[src/rtl/cpu6_membus_arb.sv]
// cpu6_membus_arb: fixed-priority SRAM port arbiter (lsu > ifu > dma) with dma anti-starvation and pipelined read-data routing.
module cpu6_membus_arb #(
  parameter int XLEN       = 32,
  parameter int STARVE_MAX = 4,
  parameter int CNT_W      = 4
) (
  input  logic            clk,
  input  logic            reset,
  input  logic            ifu_req,
  input  logic [XLEN-1:0] ifu_addr,
  output logic            ifu_gnt,
  output logic            ifu_rvalid,
  output logic [XLEN-1:0] ifu_rdata,
  input  logic            lsu_req,
  input  logic            lsu_we,
  input  logic [XLEN-1:0] lsu_addr,
  input  logic [XLEN-1:0] lsu_wdata,
  output logic            lsu_gnt,
  output logic            lsu_rvalid,
  output logic [XLEN-1:0] lsu_rdata,
  input  logic            dma_req,
  input  logic            dma_we,
  input  logic [XLEN-1:0] dma_addr,
  input  logic [XLEN-1:0] dma_wdata,
  output logic            dma_gnt,
  output logic            dma_rvalid,
  output logic [XLEN-1:0] dma_rdata,
  input  logic            mem_ready,
  output logic            mem_en,
  output logic            mem_we,
  output logic [XLEN-1:0] mem_addr,
  output logic [XLEN-1:0] mem_wdata,
  input  logic [XLEN-1:0] mem_rdata
);
  typedef enum logic [1:0] {OWN_NONE, OWN_IFU, OWN_LSU, OWN_DMA} owner_t;
  owner_t owner_q;
  logic we_q;
  logic [CNT_W-1:0] starve_cnt;
  logic starve_force, go;
  assign starve_force = starve_cnt >= CNT_W'(STARVE_MAX);
  // grants are masked by reset so an asserted reset silences the bus at once
  assign go = mem_ready & reset;
  assign dma_gnt = go & dma_req & (starve_force | (~lsu_req & ~ifu_req));
  assign lsu_gnt = go & lsu_req & ~dma_gnt;
  assign ifu_gnt = go & ifu_req & ~lsu_req & ~dma_gnt;
  assign mem_en = ifu_gnt | lsu_gnt | dma_gnt;
  assign mem_we = (lsu_gnt & lsu_we) | (dma_gnt & dma_we);
  assign mem_addr = ({XLEN{ifu_gnt}} & ifu_addr) | ({XLEN{lsu_gnt}} & lsu_addr) | ({XLEN{dma_gnt}} & dma_addr);
  assign mem_wdata = ({XLEN{lsu_gnt}} & lsu_wdata) | ({XLEN{dma_gnt}} & dma_wdata);
  always_ff @(posedge clk or negedge reset) begin
    if (!reset) begin
      owner_q    <= OWN_NONE;
      we_q       <= 1'b0;
      starve_cnt <= '0;
    end else begin
      owner_q    <= dma_gnt ? OWN_DMA : lsu_gnt ? OWN_LSU : ifu_gnt ? OWN_IFU : OWN_NONE;
      we_q       <= mem_we;
      starve_cnt <= (dma_gnt | ~dma_req) ? '0 :
                    (mem_ready && !starve_force) ? starve_cnt + 1'b1 : starve_cnt;
    end
  end
  assign ifu_rvalid = owner_q == OWN_IFU;
  assign lsu_rvalid = owner_q == OWN_LSU;
  assign dma_rvalid = owner_q == OWN_DMA;
  assign ifu_rdata = (ifu_rvalid && !we_q) ? mem_rdata : '0;
  assign lsu_rdata = (lsu_rvalid && !we_q) ? mem_rdata : '0;
  assign dma_rdata = (dma_rvalid && !we_q) ? mem_rdata : '0;
endmodule

[config.mk]
export PLATFORM = sky130hd
export DESIGN_NAME = cpu6_membus_arb
export DESIGN_NICKNAME = d
export VERILOG_FILES = /design/src/rtl/cpu6_membus_arb.sv
export SDC_FILE = /design/constraint.sdc
export NUM_CORES = 1
export LEC_CHECK = 0
export CORE_AREA = 2 2 144 146
export DETAILED_ROUTE_END_ITERATION = 10
export DIE_AREA = 0 0 146 148
export GPL_ROUTABILITY_DRIVEN = 0
export GPL_TIMING_DRIVEN = 0
export PLACE_DENSITY = 0.45
export SYNTH_ARGS = -nofsm -noshare
export SYNTH_HDL_FRONTEND = slang
export SYNTH_SLANG_ARGS = --single-unit
[constraint.sdc]
create_clock -name clk -period 3.3 [get_ports clk]
set_input_delay 0.825 -clock clk [delete_from_list [all_inputs] [get_ports clk]]
set_output_delay 0.825 -clock clk [all_outputs]
set_load 0.02 [all_outputs]
# Word-level counts from Yosys, hierarchy flattened
# Cells that the tools add are included.
[totals] ramBits=0 wordCells=51 regBits=7 input_bits=200 out_inout_bits=168 memories=0 latch_bits=0 romBits=0
[op_classes] reduce_logical=7 addsub=1 n_bitwise=28 eq_ne=3 n_shift=0 order_cmp=1 div_mod_pow=0 mul=0 n_mux=8
[op_table] cell="32-bit AND" n=5
[op_table] cell="32-bit two-way mux" n=3
[op_table] cell="32-bit OR" n=3
[op_table] cell="1-bit AND" n=11
[op_table] cell="4-bit two-way mux" n=2
[op_table] cell="1-bit OR" n=5
[op_table] cell="4-bit by 1-bit adder with 4-bit output (second input constant)" n=1
[op_table] cell="2-bit equality test (second input constant)" n=2
[op_table] cell="4-bit by 3-bit greater-or-equal comparator with 1-bit output (second input constant)" n=1
[op_table] cell="1-bit logical AND" n=4
[op_table] cell="2-bit two-way mux" n=2
[op_table] cell="1-bit inverter" n=4
[op_table] cell="2-bit by 1-bit equality test with 1-bit output (second input constant)" n=1
[op_table] cell="1-bit logical NOT" n=2
[op_table] cell="2-bit nonzero test" n=1
[op_table] cell="1-bit two-way mux" n=1

# Logic depth before layout (Yosys ltp)
# Gate-level depths: netlist (run 1).
[logic_depth] ltp_word=9 ltp_mapped=6 depth_no_buf=3

# Worst setup path before layout (run 1)
# No wires, ideal clock.
[synth_timing] path_type="input port to output port" startpoint="input port lsu_req" endpoint="output port mem_addr[30]" stages=5 path_buffers=2 slack_ns=0.707 arrival_time_ns=1.768 required_ns=2.475 cell_sequence="nor2_1 -> o31a_1 -> buf_6 -> buf_6 -> a221o_1"
[synth_via] elab_chain_len=9 elab_cells_between_ends=14 classes_between="bitwise: 14"
[synth_rtl] item="start: declaration" line="14" rtl="input logic lsu_req,"
[synth_rtl] item="1-bit inverter" line="43, 45"
[synth_rtl] item="1-bit AND" line="43" rtl="assign dma_gnt = go & dma_req & (starve_force | (~lsu_req & ~ifu_req));"
[synth_rtl] item="1-bit OR" line="43"
[synth_rtl] item="1-bit AND" line="43"
[synth_rtl] item="1-bit inverter" line="44, 45"
[synth_rtl] item="1-bit AND, on equally long branches" line="45, 44"
[synth_rtl] item="32-bit AND" line="48" rtl="assign mem_addr = ({XLEN{ifu_gnt}} & ifu_addr) | ({XLEN{lsu_gnt}} & lsu_addr) | ({XLEN{dma_gnt}} & dma_addr);"
[synth_rtl] item="32-bit OR" line="48"
[synth_rtl] item="32-bit OR (*)" line="48"
[synth_rtl] item="end: declaration" line="31" rtl="output logic [XLEN-1:0] mem_addr,"
# Every way passes the cells marked *; elsewhere a longest branch is shown, timed or not.

# Final worst setup path (run 1)
[layout_timing] startpoint="input port dma_req" endpoint="output port mem_addr[16]"
[layout_via] elab_chain_len=7 elab_cells_between_ends=10 classes_between="bitwise: 10"
[layout_rtl] item="start: declaration" line="21" rtl="input logic dma_req,"
[layout_rtl] item="1-bit AND (*) (2 in series)" line="43"
[layout_rtl] item="1-bit inverter" line="44, 45"
[layout_rtl] item="1-bit AND, on equally long branches" line="45, 44"
[layout_rtl] item="32-bit AND" line="48"
[layout_rtl] item="32-bit OR" line="48"
[layout_rtl] item="32-bit OR (*)" line="48"
# Marked as above.

==> metrics.md, run 1 <==
| Metric | Value |
|---|---|
| Status | `finished clean` |
| Seq/Total Area, Yosys | `0.0872` |
| Share of layout cells above drive strength 1 | `0.144` |
| DR vias/cell | `3.98` |
| Worst hold path class | `in2async` |
| # setup viols final | `0` |
| Total Power | `864 uW` |
| Core area | `0.0200 mm^2` |
| Max Slew Vio Count | `0` |
| Initial DRC count | `115` |
| CTS tree | `built` |
| R2R cell count | `4` |
| Hold Buf Count CTS | `0` |
| All-layer global routing usage | `0.139` |
| CP Capture Type | `primary output` |
| Final min period | `3.22 ns` |
| Initial Util | `0.100` |
| Met2 wire len | `8.88 mm` |
| Post-Syn Area | `0.00201 mm^2` |
| Wirelength, routed | `16.2 mm` |
| Commonest non-fill, non-tap cell in the layout | `clkdlybuf4s50_1` |
| Startpoint types | `input port` |
| Commonest cells after routing, fill and taps aside | `clkdlybuf4s50_1 (294), and2_1 (97), buf_2 (39)` |
| Rows | `52` |
| Slew at the pin closest to its max-slew limit | `0.495 ns` |
| Layout Nets | `839` |
| Fillers | `2172` |
| WP data required | `2.47 ns` |
| Syn_area_per_cell | `7.76 um^2` |
| Largest net degree at the start of global routing | `12` |
| Final instance area | `0.00604 mm^2` |
| WHS | `0.548 ns` |
| Max rail drop VDD | `0.132 mV` |
| TNS Setup | `0 ns` |
| Ys Warns | `0` |
| Synth unique cells | `26` |
| Synthesized flop and latch total | `7` |
| CTS sink count | `7` |
| Vias | `3610` |
| TritonCTS Buffers | `3` |
| Final hold vios | `0` |
| Leak pwr | `2.43 nW` |
| First-pass GRT wire length | `23.3 mm` |
| Post-route ant nets | `0` |
| Post-synth ARST share | `1.00` |
| Fin util | `0.301` |
| Highest metal used | `met4` |
| Register area | `175 um^2` |
| CTS H-tree depth | `1` |
| Ports | `368` |
| CTS root buf | `clkbuf_16` |
| Die width | `146 um` |
| CTS max path bufs | `2` |
| Worst skew pair latency | `0.23 ns` |
| Gr ovfl total | `0` |
| Max Clock Skew | `0.00248 ns` |
| Fmax | `0.310 GHz` |
| Post-synth top flop | `dfrtp_1` |
| Post-synth EDFFs | `0` |
| Crit path kind | `in2out` |
| Post-synthesis cell count | `259` |
| FF-to-FF setup slack | `1.89 ns` |
| Area of the multi-input gates | `0.00166 mm^2` |
| Antenna violations before repair | `0` |
| PortBufs | `367` |
| Pwr/cell area | `143 mW/mm^2` |
| Crit-path max FO | `10` |
| Clock-pin slew on the worst setup and hold paths | `0.04 ns` |
| N_diodes | `0` |
| Critical Path AT | `2.40 ns` |
| RSZ-0062 raised after global routing | `no` |
| Placed Area | `0.00602 mm^2` |
| Die Y | `148 um` |
| Vias in the first global route | `3797` |
| M1 wire length | `5.93 mm` |
| Syn_nets | `460` |
| Area delta synth->final | `201%` |
| Met3 routed WL | `1.28 mm` |
| DR pass1 iterations | `4` |
| Detailed placement HPWL | `14.1 mm` |
| Max-cap viol count | `0` |
| DRC | `0` |
| Die area | `0.0216 mm^2` |
| Wire per inst | `17.9 um` |
| Worst relative slew slack | `0.669` |
| Fin crit share | `0.976` |
-- registers in the layout, summed over array words and instances, names as in the netlist --
name,cells
starve_cnt,4
owner_q,2
we_q,1
-- final cells by class --
class                      count  share of cell area
timing repair buffer         374               0.590
sequential                     7              0.0290
buffer                        31              0.0371
clock buffer                   4              0.0130
tap                          270              0.0559
multi-input combinational    221               0.275
-- cell families after synthesis --
kind of cell             synth area share
AO/OA/AOI/OAI                       0.314
AND/OR/NAND/NOR                     0.487
XOR/XNOR                          0.00436
flip-flops                         0.0872
multiplexers                      0.00498
adder cells (fa/ha/maj)           0.00623
buffers and inverters              0.0965
-- where the power goes --
part / leakage [nW] / switching (mW) / internal [mW]
clock: 0.0382 / 0.0445 / 0.161
combinational: 2.30 / 0.220 / 0.345
sequential: 0.0950 / 0.00358 / 0.0905
-- per-stage QoR --
step	cells	worst slack, ns
floorplan	259	0.707
global placement	896	-0.998
global route	907	0.00559
detailed placement	896	-1.02
CTS	907	-0.114
finish	907	0.0777
-- path summary, 6_finish.rpt --
check / start / end
min: reset / starve_cnt[3]$_DFFE_PN0P_
max: dma_req / mem_addr[16]
max reg2reg: starve_cnt[2]$_DFFE_PN0P_ / we_q$_DFF_PN0_
min in group clk: starve_cnt[3]$_DFFE_PN0P_ / starve_cnt[3]$_DFFE_PN0P_
max in group asynchronous: reset / starve_cnt[1]$_DFFE_PN0P_
min reg2reg: starve_cnt[3]$_DFFE_PN0P_ / starve_cnt[3]$_DFFE_PN0P_
-- what timing repair did --
item / 4_1_cts / 5_1_grt
resized for setup: 253 / 2
setup buffers: 7 / 0
pin swaps: 4 / 0
setup endpoints to repair: 79 / 59
cloned: 0 / 0
-- Yosys cell counts (2+ instances only) --
library cell | instances | area, um^2
buf_6 | 7 | 78.8
a221o_1 | 32 | 320
nand2b_1 | 2 | 12.5
and3_1 | 2 | 12.5
buf_2 | 8 | 40.0
clkbuf_1 | 12 | 45.0
nor2b_1 | 2 | 12.5
dfrtp_1 | 7 | 175
nor3b_1 | 37 | 278
buf_4 | 4 | 30.0
nor2_1 | 3 | 11.3
a22o_1 | 33 | 289
and2_1 | 97 | 607
-- worst max-delay path, stage by stage --
cell             delay [ns]
clkdlybuf4s15_1        0.27
o21a_1                 0.15
buf_4                  0.16
nor2_4                 0.05
buf_6                  0.14
buf_12                 0.12
buf_6                  0.13
a221o_1                0.35
buf_2                  0.18
-- routing by layer --
metal / vias up / track usage
met5: - / 0
met4: 0 / 0.0199
met3: 8 / 0.0302
met2: 233 / 0.280
met1: 1649 / 0.150
li1: 1720 / -
Power figures use the tool's default switching activity.
==> run 2, diff against run 1 <==
--- a/config.mk
+++ b/config.mk
@@ -5,6 +5,8 @@
 export SDC_FILE = /design/constraint.sdc
 export NUM_CORES = 1
 export LEC_CHECK = 0
+export ABC_CLOCK_PERIOD_IN_PS = 3300
+export CAP_MARGIN = 20
 export CORE_AREA = 2 2 144 146
 export DETAILED_ROUTE_END_ITERATION = 10
 export DIE_AREA = 0 0 146 148
==> results of run 2 <==
No change in the layout: final DEF, timing and power equal those of run 1.
